`src/rtl/sbus_encoder_if.sv`:
```
`default_nettype none
// ============================================================================
// Module   : sbus_encoder_if
// Purpose  : Bundles the request/status/serial signals of the S.BUS frame
//            encoder so that the producer side and the encoder side can be
//            connected with a single port.
// Signals  : ch_data     [175:0]  16 x 11-bit channels, ch n at [11n+10:11n]
//            flags       [3:0]    {failsafe, frame_lost, ch18, ch17}
//            frame_start          single-frame request
//            auto_en              periodic frame generator enable
//            busy                 frame in progress
//            frame_done           one-cycle end-of-frame pulse
//            sbus_txd             registered serial line
// Modports : master - frame producer / line observer
//            slave  - the encoder itself
// Revision : 1.0 - initial release
// ============================================================================
interface sbus_encoder_if;
  logic [175:0] ch_data;
  logic [3:0]   flags;
  logic         frame_start;
  logic         auto_en;
  logic         busy;
  logic         frame_done;
  logic         sbus_txd;

  modport master (
    output ch_data, flags, frame_start, auto_en,
    input  busy, frame_done, sbus_txd
  );

  modport slave (
    input  ch_data, flags, frame_start, auto_en,
    output busy, frame_done, sbus_txd
  );
endinterface
`default_nettype wire

```
`src/rtl/sbus_encoder.sv`:
```
`default_nettype none
// ============================================================================
// Module   : sbus_encoder
// Purpose  : Builds the 25-byte S.BUS frame (0x0F, 22 channel bytes, flag
//            byte, 0x00) from a snapshot of 16 x 11-bit channels and 4 flags
//            and shifts it out as 8E2 UART at BIT_RATE, optionally inverted.
//            Frames start on request or from a free-running period timer.
// Ports    : clk    - system clock, rising edge
//            reset  - asynchronous, active-high
//            bus    - sbus_encoder_if.slave (ch_data, flags, frame_start,
//                     auto_en in; busy, frame_done, sbus_txd out)
// Revision : 1.0 - initial release
// ============================================================================
module sbus_encoder #(
  parameter int CLK_HZ            = 50000000,
  parameter int BIT_RATE          = 100000,
  parameter int FRAME_PERIOD_CLKS = 700000,
  parameter int INVERT            = 1
) (
  input wire            clk,
  input wire            reset,
  sbus_encoder_if.slave bus
);

  localparam int c_CPB = CLK_HZ / BIT_RATE;
  localparam int c_BCW = $clog2(c_CPB);
  localparam int c_PCW = (FRAME_PERIOD_CLKS > 1) ? $clog2(FRAME_PERIOD_CLKS) : 1;

  localparam logic [c_BCW-1:0] c_BIT_LAST    = c_BCW'(c_CPB - 1);
  localparam logic [c_BCW-1:0] c_BIT_ONE     = c_BCW'(1);
  localparam logic [c_PCW-1:0] c_PERIOD_LAST = c_PCW'(FRAME_PERIOD_CLKS - 1);
  localparam logic [c_PCW-1:0] c_PERIOD_ONE  = c_PCW'(1);
  localparam logic             c_INV         = (INVERT != 0);
  localparam logic [4:0]       c_LAST_BYTE   = 5'd24;
  localparam logic [7:0]       c_SYNC_BYTE   = 8'h0F;

  // The one-cycle "done" step after the last stop bit is the IDLE cycle in
  // which frame_done is high, so no separate DONE encoding is needed.
  localparam logic [2:0] c_IDLE   = 3'd0;
  localparam logic [2:0] c_START  = 3'd1;
  localparam logic [2:0] c_DATA   = 3'd2;
  localparam logic [2:0] c_PARITY = 3'd3;
  localparam logic [2:0] c_STOP   = 3'd4;

  logic [2:0]       r_state;
  logic [c_BCW-1:0] r_bit_cnt;    // clock cycles within the current bit
  logic [2:0]       r_bit_idx;    // data bit 0..7, reused as stop bit 0..1
  logic [4:0]       r_byte_idx;   // frame byte 0..24
  logic [c_PCW-1:0] r_period_cnt;
  logic             r_pending;
  logic [179:0]     r_snap;       // {flags, ch_data} captured at acceptance
  logic             r_busy;
  logic             r_frame_done;
  logic             r_txd;

  logic [2:0]       w_state_nxt;
  logic [c_BCW-1:0] w_bit_cnt_nxt;
  logic [2:0]       w_bit_idx_nxt;
  logic [4:0]       w_byte_idx_nxt;
  logic [c_PCW-1:0] w_period_cnt_nxt;
  logic             w_pending_nxt;
  logic             w_done_nxt;
  logic             w_line_nxt;
  logic             w_bit_end;
  logic             w_fire;
  logic             w_accept;
  logic [199:0]     w_frame;

  // Whole frame as a flat byte array: byte k lives at [8k+7:8k], so the
  // concatenation {byte_idx, bit_idx} addresses a single frame bit directly.
  assign w_frame   = {8'h00, 4'h0, r_snap, c_SYNC_BYTE};
  assign w_bit_end = (r_bit_cnt == c_BIT_LAST);
  assign w_fire    = bus.auto_en && (r_period_cnt == c_PERIOD_LAST);
  assign w_accept  = (r_state == c_IDLE) &&
                     (bus.frame_start || w_fire || (r_pending && bus.auto_en));

  // State and counter register
  always_ff @(posedge clk or posedge reset) begin
    if (reset) begin
      r_state      <= c_IDLE;
      r_bit_cnt    <= '0;
      r_bit_idx    <= '0;
      r_byte_idx   <= '0;
      r_period_cnt <= '0;
      r_pending    <= 1'b0;
      r_snap       <= '0;
      r_busy       <= 1'b0;
      r_frame_done <= 1'b0;
      r_txd        <= ~c_INV;
    end else begin
      r_state      <= w_state_nxt;
      r_bit_cnt    <= w_bit_cnt_nxt;
      r_bit_idx    <= w_bit_idx_nxt;
      r_byte_idx   <= w_byte_idx_nxt;
      r_period_cnt <= w_period_cnt_nxt;
      r_pending    <= w_pending_nxt;
      r_busy       <= (w_state_nxt != c_IDLE);
      r_frame_done <= w_done_nxt;
      r_txd        <= w_line_nxt ^ c_INV;
      if (w_accept) begin
        r_snap <= {bus.flags, bus.ch_data};
      end
    end
  end

  // Next-state logic
  always_comb begin
    w_state_nxt    = r_state;
    w_bit_cnt_nxt  = r_bit_cnt;
    w_bit_idx_nxt  = r_bit_idx;
    w_byte_idx_nxt = r_byte_idx;
    w_done_nxt     = 1'b0;

    if (r_state != c_IDLE) begin
      w_bit_cnt_nxt = w_bit_end ? '0 : r_bit_cnt + c_BIT_ONE;
    end

    case (r_state)
      c_IDLE: begin
        if (w_accept) begin
          w_state_nxt    = c_START;
          w_bit_cnt_nxt  = '0;
          w_bit_idx_nxt  = '0;
          w_byte_idx_nxt = '0;
        end
      end
      c_START: begin
        if (w_bit_end) begin
          w_state_nxt   = c_DATA;
          w_bit_idx_nxt = '0;
        end
      end
      c_DATA: begin
        if (w_bit_end) begin
          if (r_bit_idx == 3'd7) begin
            w_state_nxt   = c_PARITY;
            w_bit_idx_nxt = '0;
          end else begin
            w_bit_idx_nxt = r_bit_idx + 3'd1;
          end
        end
      end
      c_PARITY: begin
        if (w_bit_end) begin
          w_state_nxt   = c_STOP;
          w_bit_idx_nxt = '0;
        end
      end
      c_STOP: begin
        if (w_bit_end) begin
          if (r_bit_idx == 3'd1) begin
            w_bit_idx_nxt = '0;
            if (r_byte_idx == c_LAST_BYTE) begin
              w_state_nxt    = c_IDLE;
              w_byte_idx_nxt = '0;
              w_done_nxt     = 1'b1;
            end else begin
              w_state_nxt    = c_START;
              w_byte_idx_nxt = r_byte_idx + 5'd1;
            end
          end else begin
            w_bit_idx_nxt = 3'd1;
          end
        end
      end
      default: begin
        w_state_nxt = c_IDLE;
      end
    endcase
  end

  // Period timer: a fire while a frame is running is remembered in
  // r_pending; dropping auto_en forgets both the count and the request.
  always_comb begin
    w_period_cnt_nxt = r_period_cnt + c_PERIOD_ONE;
    w_pending_nxt    = r_pending;
    if (!bus.auto_en) begin
      w_period_cnt_nxt = '0;
      w_pending_nxt    = 1'b0;
    end else if (w_accept) begin
      w_period_cnt_nxt = '0;
      w_pending_nxt    = 1'b0;
    end else if (w_fire) begin
      w_period_cnt_nxt = '0;
      w_pending_nxt    = 1'b1;
    end
  end

  // Output logic: uninverted line level for the state being entered, so the
  // registered txd changes on the same edge as the state.
  always_comb begin
    w_line_nxt = 1'b1;
    case (w_state_nxt)
      c_START:  w_line_nxt = 1'b0;
      c_DATA:   w_line_nxt = w_frame[{w_byte_idx_nxt, w_bit_idx_nxt}];
      c_PARITY: w_line_nxt = ^w_frame[{w_byte_idx_nxt, 3'b000} +: 8];
      default:  w_line_nxt = 1'b1;
    endcase
  end

  assign bus.busy       = r_busy;
  assign bus.frame_done = r_frame_done;
  assign bus.sbus_txd   = r_txd;

endmodule
`default_nettype wire

```
`src/flat_wrapper.sv`:
```
// flat-port wrapper written by rule: the top's interface ports become plain ports
module sbus_encoder_flat 
#(
  parameter int CLK_HZ            = 50000000,
  parameter int BIT_RATE          = 100000,
  parameter int FRAME_PERIOD_CLKS = 700000,
  parameter int INVERT            = 1
)
  (clk, reset, bus_ch_data, bus_flags, bus_frame_start, bus_auto_en, bus_busy, bus_frame_done, bus_sbus_txd);
  sbus_encoder_if bus_i ();
  input wire clk;
  input wire reset;
  input wire logic [$bits(bus_i.ch_data)-1:0] bus_ch_data;
  input wire logic [$bits(bus_i.flags)-1:0] bus_flags;
  input wire logic [$bits(bus_i.frame_start)-1:0] bus_frame_start;
  input wire logic [$bits(bus_i.auto_en)-1:0] bus_auto_en;
  output wire logic [$bits(bus_i.busy)-1:0] bus_busy;
  output wire logic [$bits(bus_i.frame_done)-1:0] bus_frame_done;
  output wire logic [$bits(bus_i.sbus_txd)-1:0] bus_sbus_txd;
  assign bus_i.ch_data = bus_ch_data;
  assign bus_i.flags = bus_flags;
  assign bus_i.frame_start = bus_frame_start;
  assign bus_i.auto_en = bus_auto_en;
  assign bus_busy = bus_i.busy;
  assign bus_frame_done = bus_i.frame_done;
  assign bus_sbus_txd = bus_i.sbus_txd;
  sbus_encoder #(.CLK_HZ(CLK_HZ), .BIT_RATE(BIT_RATE), .FRAME_PERIOD_CLKS(FRAME_PERIOD_CLKS), .INVERT(INVERT)) u_core (.clk(clk), .reset(reset), .bus(bus_i));
endmodule
```
`config.mk`:
```
export PLATFORM = sky130hd
export DESIGN_NAME = sbus_encoder_flat
export DESIGN_NICKNAME = d
export VERILOG_FILES = /design/src/rtl/sbus_encoder_if.sv /design/src/rtl/sbus_encoder.sv /design/src/flat_wrapper.sv
export SDC_FILE = /design/constraint.sdc
export NUM_CORES = 1
export LEC_CHECK = 0
export ABC_CLOCK_PERIOD_IN_PS = 6700
export BUFFER_PORTS_ARGS = -buffer_cell sky130_fd_sc_hd__buf_2
export CAP_MARGIN = 30
export CORE_ASPECT_RATIO = 1.4
export CORE_MARGIN = 3
export CORE_UTILIZATION = 52
export DETAILED_ROUTE_END_ITERATION = 16
export GPL_TIMING_DRIVEN = 1
export PLACE_DENSITY = 0.79
export REMOVE_ABC_BUFFERS = 1
export SYNTH_ARGS = -nofsm -noshare
export SYNTH_HDL_FRONTEND = slang
export SYNTH_SLANG_ARGS = --single-unit
```
`constraint.sdc`:
```
create_clock -name clk -period 6.7 [get_ports clk]
set_input_delay 0.67 -clock clk [delete_from_list [all_inputs] [get_ports clk]]
set_output_delay 0.67 -clock clk [all_outputs]
set_load 0.02 [all_outputs]
```
==> results of run 1 <==
-- power by group --
| group | internal [uW] | total [uW] | leakage [uW] | switching, uW |
|---|---|---|---|---|
| registers | 1410 | 1470 | 0.00289 | 60.5 |
| clock network | 706 | 1220 | 0.000345 | 516 |
| logic | 90.2 | 193 | 0.00395 | 103 |
| total | 2210 | 2890 | 0.00718 | 679 |
-- flip-flops by register name (all words and copies together), names as in the netlist --
signal,cells
u_core.r_byte_idx,5
u_core.r_pending,1
u_core.r_period_cnt,20
u_core.r_bit_cnt,9
u_core.r_state,3
u_core.bus.frame_done,1
u_core.r_bit_idx,3
u_core.r_snap,180
u_core.bus.sbus_txd,1
u_core.bus.busy,1
-- critical path, delay by kind of cell, from the launching register on --
kind            cells  cell delay [ps]
compound gates      7             1230
buf+inv             4             2120
flops               1              430
mux                 2              270
simple gates        4             1060
-- cell usage in the layout, fill, tap and decap left out, types with 4 or more instances in the layout --
cell type | netlist | final
inv_1 | 13 | 12
a221oi_1 | 4 | 4
nor2_1 | 56 | 55
clkinv_2 | 0 | 4
or3_1 | 5 | 5
a221oi_2 | 4 | 4
and3_1 | 18 | 18
nand3_1 | 99 | 99
nor2b_1 | 18 | 18
nand4_1 | 12 | 12
clkbuf_1 | 62 | 7
ha_1 | 7 | 7
o21ai_0 | 16 | 16
nor3_1 | 14 | 14
xnor2_1 | 14 | 14
a211oi_1 | 18 | 18
a31oi_1 | 22 | 22
buf_4 | 7 | 17
o2111ai_1 | 5 | 5
a311oi_1 | 14 | 14
mux2i_1 | 60 | 60
o22ai_1 | 4 | 4
buf_2 | 29 | 186
nand2b_1 | 6 | 5
mux2_2 | 13 | 13
xor2_1 | 13 | 13
o211ai_1 | 4 | 4
dfrtp_1 | 224 | 224
a21oi_1 | 24 | 24
o31ai_1 | 6 | 6
nand2_1 | 787 | 787
clkbuf_16 | 0 | 22
-- cell families after synthesis --
family                   count (synthesis)  share of synthesized area (%)
flip-flops                             224                          44.15
multiplexers                            75                          6.238
XOR/XNOR                                28                          2.040
AO/OA/AOI/OAI                          155                          9.066
AND/OR/NAND/NOR                       1034                          33.58
adder cells (fa/ha/maj)                  7                         0.6898
buffers and inverters                  124                          4.237
-- path summary, 6_finish.rpt --
check,start,endpoint,slack (ps)
worst min register to register,u_core.r_snap[71],u_core.r_snap[71],500
max in group asynchronous,reset,u_core.r_snap[59],5200
worst max register to register,u_core.r_period_cnt[14],u_core.bus.sbus_txd,1480
worst max-delay path,u_core.r_period_cnt[14],u_core.bus.sbus_txd,1480
min in group clk,bus_ch_data[57],u_core.r_snap[57],340
worst min-delay path,reset,u_core.r_snap[159],180
-- per-stage QoR --
| step | hold WS [ps] | setup WS, ps |
|---|---|---|
| after floorplan | 454.3 | -3728 |
| after CTS | 207.9 | 1531 |
| after global placement | 464.1 | 1738 |
| after detailed placement | 481.4 | 1562 |
| final | 177.1 | 1485 |
| after global routing | 228.6 | 1018 |
-- area by class of cell --
type	instances	area (sq um)	area share, %
Clock buffer	31	604.3	4.189
Multi-Input combinational cell	1299	6569	45.53
Clock inverter	7	96.34	0.6678
Sequential cell	224	5605	38.86
Inverter	18	77.57	0.5377
Timing Repair Buffer	204	1086	7.528
Tap cell	310	387.9	2.689
-- routing by layer --
layer	vias up	part of all wire, %	GRT usage [%]
met5	-	0	0
met4	0	5.3	12.89
met3	141	6.1	3.153
met2	523	50	47.63
met1	5695	38	33.83
li1	5693	-	-
==> flow_summary.yaml, run 1 <==
status:
  outcome: "completed"
finish:
  layout-drive-gt1-share_pct: 15.26
  design_area_sq_um: 14430
  fill_cells: 2124
  fin_cells: 2093
  post-route-util_pct: 60.17
  diodes: 0
  fin_nets: 1960
  area_growth_pct: 13.62
critical_path:
  cp_max_fo: 56
  cpMaxStageDelayCell: "clkinv_1"
  cpMostUsedCell: "buf_4"
  startpoint_type: "flip-flop"
  setup.worst_path.class: "flip-flop to flip-flop"
  max_stage_delay_ps: 800
  endpoint_kind: "flip-flop"
  rr_worst_depth: 17
  worstPathArrival_ps: 5670
  critPathRequiredTime_ps: 7160
  crit_path_cell_trace: "or4b_4, nor3_4, a221oi_2, nor2_4, buf_4, o21a_1, buf_4, clkinv_1, buf_4, mux2i_1, mux2i_1, a221oi_1, o21ai_0, nand4_1, o22ai_1, o31ai_1, o31a_1"
cts:
  cts_resized: 0
  insertion_delay_ps: 520
  cts_tree: "built"
  post-cts-setup-buffers: 0
  clk_pin_slew_ps: 60
  numClockSinks: 224
  cts_buffers: 22
  root_buffer: "clkbuf_16"
  clockBufferDepth: 3
  ctsHoldBuffers: 0
  htreeDepth: 1
timing:
  max_freq_mhz: 191.7
  slew_headroom_pct: 35.63
  setup_viol: 0
  finalSetupTns_ps: 0
  rsz0062_at_grt: "no"
  worstMarginPinSlew_ps: 965.6
  fin_crit_sh_pct: 77.84
  hold_violations: 0
  drv_slew: 0
  layout_min_cycle_time_ps: 5215
  skew_ps: 10.51
logic_synthesis:
  synth_cell_types: 69
  yosysTopAreaCell: "dfrtp_1"
  synth_ff_type: "dfrtp_1"
  synthTopCellsByCount: "nand2_1 (787), dfrtp_1 (224), nand3_1 (99), clkbuf_1 (62), mux2i_1 (60)"
  ys_ff_latch: 224
  synth_edf_count: 0
  synth_async_sr_flop_share_pct: 100.0
  synth_most_common_cell: "nand2_1"
  synth_area_sq_um: 12700
  avgSynthCellArea_sq_um: 7.709
  synth_warnings: 0
  yosys.area.top_type_share_pct: 44.15
  yosys-top-cells-area: "dfrtp_1 (44%), nand2_1 (23%), mux2i_1 (4.7%), nand3_1 (3.9%), clkbuf_1 (1.8%)"
  synthCells: 1647
  ys_seq_area_share_pct: 44.15
die:
  start_util_pct: 52.96
  die_h_microns: 190.9
  dieArea_sq_um: 26360
  rows: 67
  io_pins: 187
  die_w_microns: 138.1
  core_sq_um: 23980
drt:
  vias: 12050
  viasPerCell: 5.758
  wl_per_cell_microns: 17.76
  routed_wl_microns: 37180
  drc: 0
  dr.first_iter.drc_count: 1256
  drt_first_pass_iters: 6
  ant_nets: 0
global_routing:
  grt_pass1_wl_microns: 58740
  grt_usage_pct: 27.25
  grt_pass1_vias: 11390
  antenna_found_initial: 0
  grt_start_max_net_pins: 81
  overflow: 0
power_and_ir_drop:
  leakage_uw: 0.007184
  peakVddDrop_uv: 188.8
  cellPowerDensity_nw_per_um2: 200.0
  power_uw: 2886
placed_design:
  dp_cells: 2054
  placed_area_sq_um: 13700
  dp_hpwl_microns: 26540
  port_buffers: 186
  place_congestion: 0.9496
worst_hold_path:
  hold_class: "primary input to async pin"
job:
  cap_violations: 0
No activity file was read; power rests on OpenSTA's default activity.
==> inputs of run 2 (changes only) <==
--- a/config.mk
+++ b/config.mk
@@ -5,12 +5,12 @@
 export SDC_FILE = /design/constraint.sdc
 export NUM_CORES = 1
 export LEC_CHECK = 0
-export ABC_CLOCK_PERIOD_IN_PS = 6700
+export ABC_CLOCK_PERIOD_IN_PS = 4950
 export BUFFER_PORTS_ARGS = -buffer_cell sky130_fd_sc_hd__buf_2
 export CAP_MARGIN = 30
 export CORE_ASPECT_RATIO = 1.4
 export CORE_MARGIN = 3
-export CORE_UTILIZATION = 52
+export CORE_UTILIZATION = 55
 export DETAILED_ROUTE_END_ITERATION = 16
 export GPL_TIMING_DRIVEN = 1
 export PLACE_DENSITY = 0.79
==> constraint.sdc (replaced) <==
create_clock -name clk -period 4.95 [get_ports clk]
set_input_delay 0.495 -clock clk [delete_from_list [all_inputs] [get_ports clk]]
set_output_delay 0.495 -clock clk [all_outputs]
set_load 0.02 [all_outputs]
==> run 2 against run 1 <==
Core utilization increased by 4.3 points. Sequential share of layout area decreased by 0.40 points. Worst hold slack got worse by 31 ps. Worst setup slack got worse by 860 ps. Clock power increased by 45%. Non-clock buffer count increased by 11. Largest cell class unchanged.
==> flow_summary.yaml, run 2 (synthesis results as in run 1) <==
finish:
  layout-drive-gt1-share_pct: 16.03
  largest_register_ffs: 180
  regArea_sq_um: 5605
  multi_input_area_sq_um: 6569
  fill_cells: 2021
  post-route-util_pct: 64.47
  reg_top3: "u_core.r_snap (180), u_core.r_period_cnt (20), u_core.r_bit_cnt (9)"
  diodes: 0
  design_area_sq_um: 14580
  regMostFlops: "u_core.r_snap"
  layout_commonest_cell: "nand2_1"
  fin_nets: 1972
  area_growth_pct: 14.80
  final_cell_mix: "nand2_1 (787), dfrtp_1 (224), buf_2 (186), nand3_1 (99), mux2i_1 (60)"
placed_design:
  dp_hpwl_microns: 27010
  port_buffers: 186
  place_congestion: 0.9873
  dp_slack_ps: 678.7
  placed_area_sq_um: 13800
power_and_ir_drop:
  cellPowerDensity_nw_per_um2: 276.3
  internal-power_uw: 3092
  clockPowerShare_pct: 44.1
  p_sw_uw: 936.4
  leakage_uw: 0.007275
  p_comb_share_pct: 6.4
  power_frac_seq_pct: 49.6
  switching_share_pct: 23.25
  peakVddDrop_uv: 223.3
critical_path:
  setup.worst_path.class: "flip-flop to flip-flop"
  endpoint_kind: "flip-flop"
  worstPathArrival_ps: 4740
  cp_max_fo: 52
  startpoint_type: "flip-flop"
  critPathRequiredTime_ps: 5360
cts:
  numClockSinks: 224
  clockBufferDepth: 3
  post-cts-setup-buffers: 0
  cts_buffers: 23
  insertion_delay_ps: 520
  htreeDepth: 1
  root_buffer: "clkbuf_16"
  cts_resized: 0
  clk_pin_slew_ps: 70
  cts_tree: "built"
  ctsHoldBuffers: 0
timing:
  worstMarginPinSlew_ps: 982.7
  rsz0062_at_grt: "no"
  drv_slew: 0
  slew_headroom_pct: 34.49
  max_freq_mhz: 231.4
  skew_ps: 9.986
  layout_min_cycle_time_ps: 4322
  setup_viol: 0
  hold-worst-slack_ps: 145.9
  fin_crit_sh_pct: 87.32
  worst_slack_ps: 627.7
  hold_violations: 0
  finalSetupTns_ps: 0
die:
  rows: 65
  die_w_microns: 134.4
  die_h_microns: 185.8
  io_pins: 187
  dieArea_sq_um: 24970
  core_sq_um: 22610
  start_util_pct: 56.16
worst_hold_path:
  hold_class: "primary input to async pin"
global_routing:
  grt_start_max_net_pins: 134
  grt_pass1_vias: 11480
  use_met2_pct: 52.28
  antenna_found_initial: 1
  grt_busiest_layer: "met2"
  met3_usage_pct: 3.272
  grt_pass1_wl_microns: 60240
  overflow: 0
  use_met1_pct: 37.13
  grt_usage_pct: 29.98
drt:
  viasPerCell: 5.772
  drt_first_pass_iters: 5
  vias: 12110
  routed_wl_microns: 38070
  dr.first_iter.drc_count: 1065
  wl_per_cell_microns: 18.15
  drc: 0
  ant_nets: 0
job:
  cap_violations: 0
status:
  outcome: "completed"
-- run 2: power groups by stage --
stage	logic [uW]	registers, uW	clock network [uW]
2_1_floorplan	147	1990	0
3_3_place_gp	247	2030	0
3_5_place_dp	256	2030	0
4_1_cts	259	1990	1800
5_1_grt	296	2000	1880
6_report	256	2000	1770
-- run 2: final timing paths --
kind	cells past startpoint	endpoint	slack, ps	from
max	15	u_core.bus.sbus_txd	630	u_core.r_bit_cnt[0]
min reg2reg	1	u_core.r_period_cnt[0]	490	u_core.r_period_cnt[0]
min	2	u_core.r_bit_cnt[7]	150	reset
max reg2reg	15	u_core.bus.sbus_txd	630	u_core.r_bit_cnt[0]
min in group clk	3	u_core.r_snap[3]	150	bus_ch_data[3]
max in group asynchronous	3	u_core.r_snap[31]	3790	reset
-- run 2: per-layer routing --
layer  vias to the layer above  share of wire, %  routed length, microns
li1                       5718                 -                       -
met3                       148               5.9                    2251
met5                         -             0.024                       9
met1                      5689                38                   14640
met4                         2               5.4                    2045
met2                       553                50                   19130
-- run 2: layout make-up --
cell class,count,area share (%)
well taps,301,2.584
multi-input cells,1299,45.06
flip-flops and latches,224,38.45
clock inverters,6,0.5751
repair buffers,215,8.052
inverters,18,0.5322
clock buffers,35,4.738
-- run 2: stage by stage --
step	power, uW	std cells
floorplan	2133	1541
global placement	2273	2057
detailed placement	2282	2057
CTS	4056	2098
global route	4176	2098
finish	4028	2098
-- run 2: critical path, cell delays in order, from the launching register on --
cell,delay [ps]
dfrtp_1,390
ha_1,180
nor4bb_1,440
nand3_1,320
mux2i_1,230
a21oi_4,200
buf_4,530
mux2i_1,280
mux2i_1,100
mux2_2,290
o21ai_1,150
nand2_1,80
o211ai_1,210
xnor2_1,150
xnor3_1,400
o31a_1,240
==> inputs of run 3 (changes only) <==
--- a/config.mk
+++ b/config.mk
@@ -8,7 +8,6 @@
 export ABC_CLOCK_PERIOD_IN_PS = 4950
 export BUFFER_PORTS_ARGS = -buffer_cell sky130_fd_sc_hd__buf_2
 export CAP_MARGIN = 30
-export CORE_ASPECT_RATIO = 1.4
 export CORE_MARGIN = 3
 export CORE_UTILIZATION = 55
 export DETAILED_ROUTE_END_ITERATION = 16
==> run 3 against run 2 <==
Sequential cell count did not move. Clock power barely moved. Clock-buffer cell count rose by 4. Critical path depth did not move. Cell count fell by 0.91%. Non-clock buffer count fell by 1. Sequential power barely moved. First-iteration DRC count rose by 43%. Critical endpoint unchanged. Largest cell class unchanged.
==> flow_summary.yaml, run 3 (synthesis results as in run 1) <==
die:
  die_w_microns: 157.9
  rows: 54
  io_pins: 187
  start_util_pct: 57.12
  die_h_microns: 157.9
  dieArea_sq_um: 24950
  core_sq_um: 22230
timing:
  skew_ps: 8.895
  worstMarginPinSlew_ps: 933.3
  max_freq_mhz: 220.5
  drv_slew: 0
  hold_violations: 0
  slew_headroom_pct: 37.78
  finalSetupTns_ps: 0
  setup_viol: 0
  rsz0062_at_grt: "no"
  layout_min_cycle_time_ps: 4535
  fin_crit_sh_pct: 91.62
global_routing:
  grt_pass1_wl_microns: 57950
  grt_pass1_vias: 11360
  overflow: 0
  grt_start_max_net_pins: 140
  grt_usage_pct: 28.70
  antenna_found_initial: 0
cts:
  clk_pin_slew_ps: 60
  root_buffer: "clkbuf_16"
  post-cts-setup-buffers: 0
  cts_buffers: 24
  cts_tree: "built"
  numClockSinks: 224
  insertion_delay_ps: 520
  htreeDepth: 1
  clockBufferDepth: 3
drt:
  vias: 12090
  drc: 0
  ant_nets: 0
  dr.first_iter.drc_count: 1521
  wl_met3_microns: 3073
  highest_layer: "met4"
  wl_per_cell_microns: 17.53
  route.met2.wl_microns: 16860
  routed_wl_microns: 36450
  m1WireLength_microns: 15210
  viasPerCell: 5.815
  drt_first_pass_iters: 7
critical_path:
  critPathRequiredTime_ps: 5360
  rr_startpoint: "u_core.r_bit_cnt[0]"
  startpoint_type: "flip-flop"
  setup.worst_path.class: "flip-flop to flip-flop"
  cp_max_fo: 55
  timing.rr.end: "u_core.bus.sbus_txd"
  rr_worst_depth: 15
  endpoint_kind: "flip-flop"
  reg2reg_slack_ps: 410
  worstPathArrival_ps: 4940
finish:
  largest_register_ffs: 180
  final_cell_mix: "nand2_1 (787), dfrtp_1 (224), buf_2 (186), nand3_1 (99), mux2i_1 (60)"
  fin_nets: 1972
  layout-drive-gt1-share_pct: 15.95
  fill_cells: 1899
  diodes: 0
  layout_commonest_cell: "nand2_1"
  reg_top3: "u_core.r_snap (180), u_core.r_period_cnt (20), u_core.r_bit_cnt (9)"
  regMostFlops: "u_core.r_snap"
  regArea_sq_um: 5605
  area_growth_pct: 15.19
  multi_input_area_sq_um: 6578
worst_hold_path:
  worstHoldEndpoint: "u_core.r_snap[92]"
  hold_class: "primary input to flip-flop"
  hold_depth: 3
  hold_path_startpoint: "bus_ch_data[92]"
power_and_ir_drop:
  leakage_uw: 0.007297
  power_uw: 4050
  cellPowerDensity_nw_per_um2: 276.9
  peakVddDrop_uv: 252.1
status:
  outcome: "completed"
placed_design:
  port_buffers: 186
  place_congestion: 1.019
  dp_hpwl_microns: 25610
job:
  cap_violations: 0
run 3: metrics by stage:
step | utilization [%] | std cells | setup slack (ps) | area [sq um] | hold slack, ps
6_report | 65.79 | 2079 | 414.7 | 14630 | 165.1
5_1_grt | 65.79 | 2079 | 200.8 | 14630 | 159.5
4_1_cts | 65.63 | 2077 | 577.5 | 14590 | 153.9
3_5_place_dp | 62.02 | 2033 | 579.5 | 13790 | 491.6
3_3_place_gp | 62.02 | 2033 | 667.9 | 13790 | 467.1
2_1_floorplan | - | 1541 | -5478 | 12230 | 454.3
run 3: power breakdown:
| part | switching [uW] | leakage (uW) | total (uW) | internal [uW] |
|---|---|---|---|---|
| clock network | 713 | 0.000393 | 1790 | 1080 |
| logic | 137 | 0.00401 | 260 | 123 |
| registers | 86.6 | 0.00289 | 2000 | 1910 |
| total | 937 | 0.00730 | 4050 | 3110 |
run 3: critical path, cell delays in order, from the launching register on:
cell	delay [ps]
dfrtp_1	390
ha_1	180
nor4bb_1	510
nand3_1	350
mux2i_1	330
a21oi_4	80
inv_4	510
mux2i_1	360
mux2i_1	180
mux2_2	310
o21ai_0	190
nand3_1	100
o211ai_1	120
xnor2_1	160
xnor3_1	410
o31a_1	240
run 3: worst max path at each step:
stage	from	end	slack [ps]	cells after the start
6_report	u_core.r_bit_cnt[0]	u_core.bus.sbus_txd	410	15
3_5_place_dp	u_core.r_bit_cnt[0]	u_core.bus.sbus_txd	580	15
3_3_place_gp	u_core.r_bit_cnt[0]	u_core.bus.sbus_txd	670	15
4_1_cts	u_core.r_bit_cnt[0]	u_core.bus.sbus_txd	580	15
5_1_grt	u_core.r_bit_cnt[0]	u_core.bus.sbus_txd	200	15
2_1_floorplan	u_core.r_period_cnt[7]	u_core.bus.sbus_txd	-5480	13
run 3: repair_timing:
action | in CTS | in global routing
hold buffers | 0 | 1
resized for setup | 0 | 0
hold endpoints to repair | 0 | 6
run 3: routing by layer:
| layer | vias up | track usage [%] |
|---|---|---|
| li1 | 5726 | - |
| met1 | 5668 | 40.81 |
| met2 | 580 | 45.43 |
| met3 | 115 | 4.429 |
| met4 | 0 | 9.463 |
| met5 | - | 0 |
run 3: cell type report:
type	count	share of cell area [%]
Timing Repair Buffer	214	8.298
Clock buffer	39	5.116
Tap cell	280	2.395
Sequential cell	224	38.33
Clock inverter	5	0.3593
Inverter	18	0.5304
Multi-Input combinational cell	1299	44.97
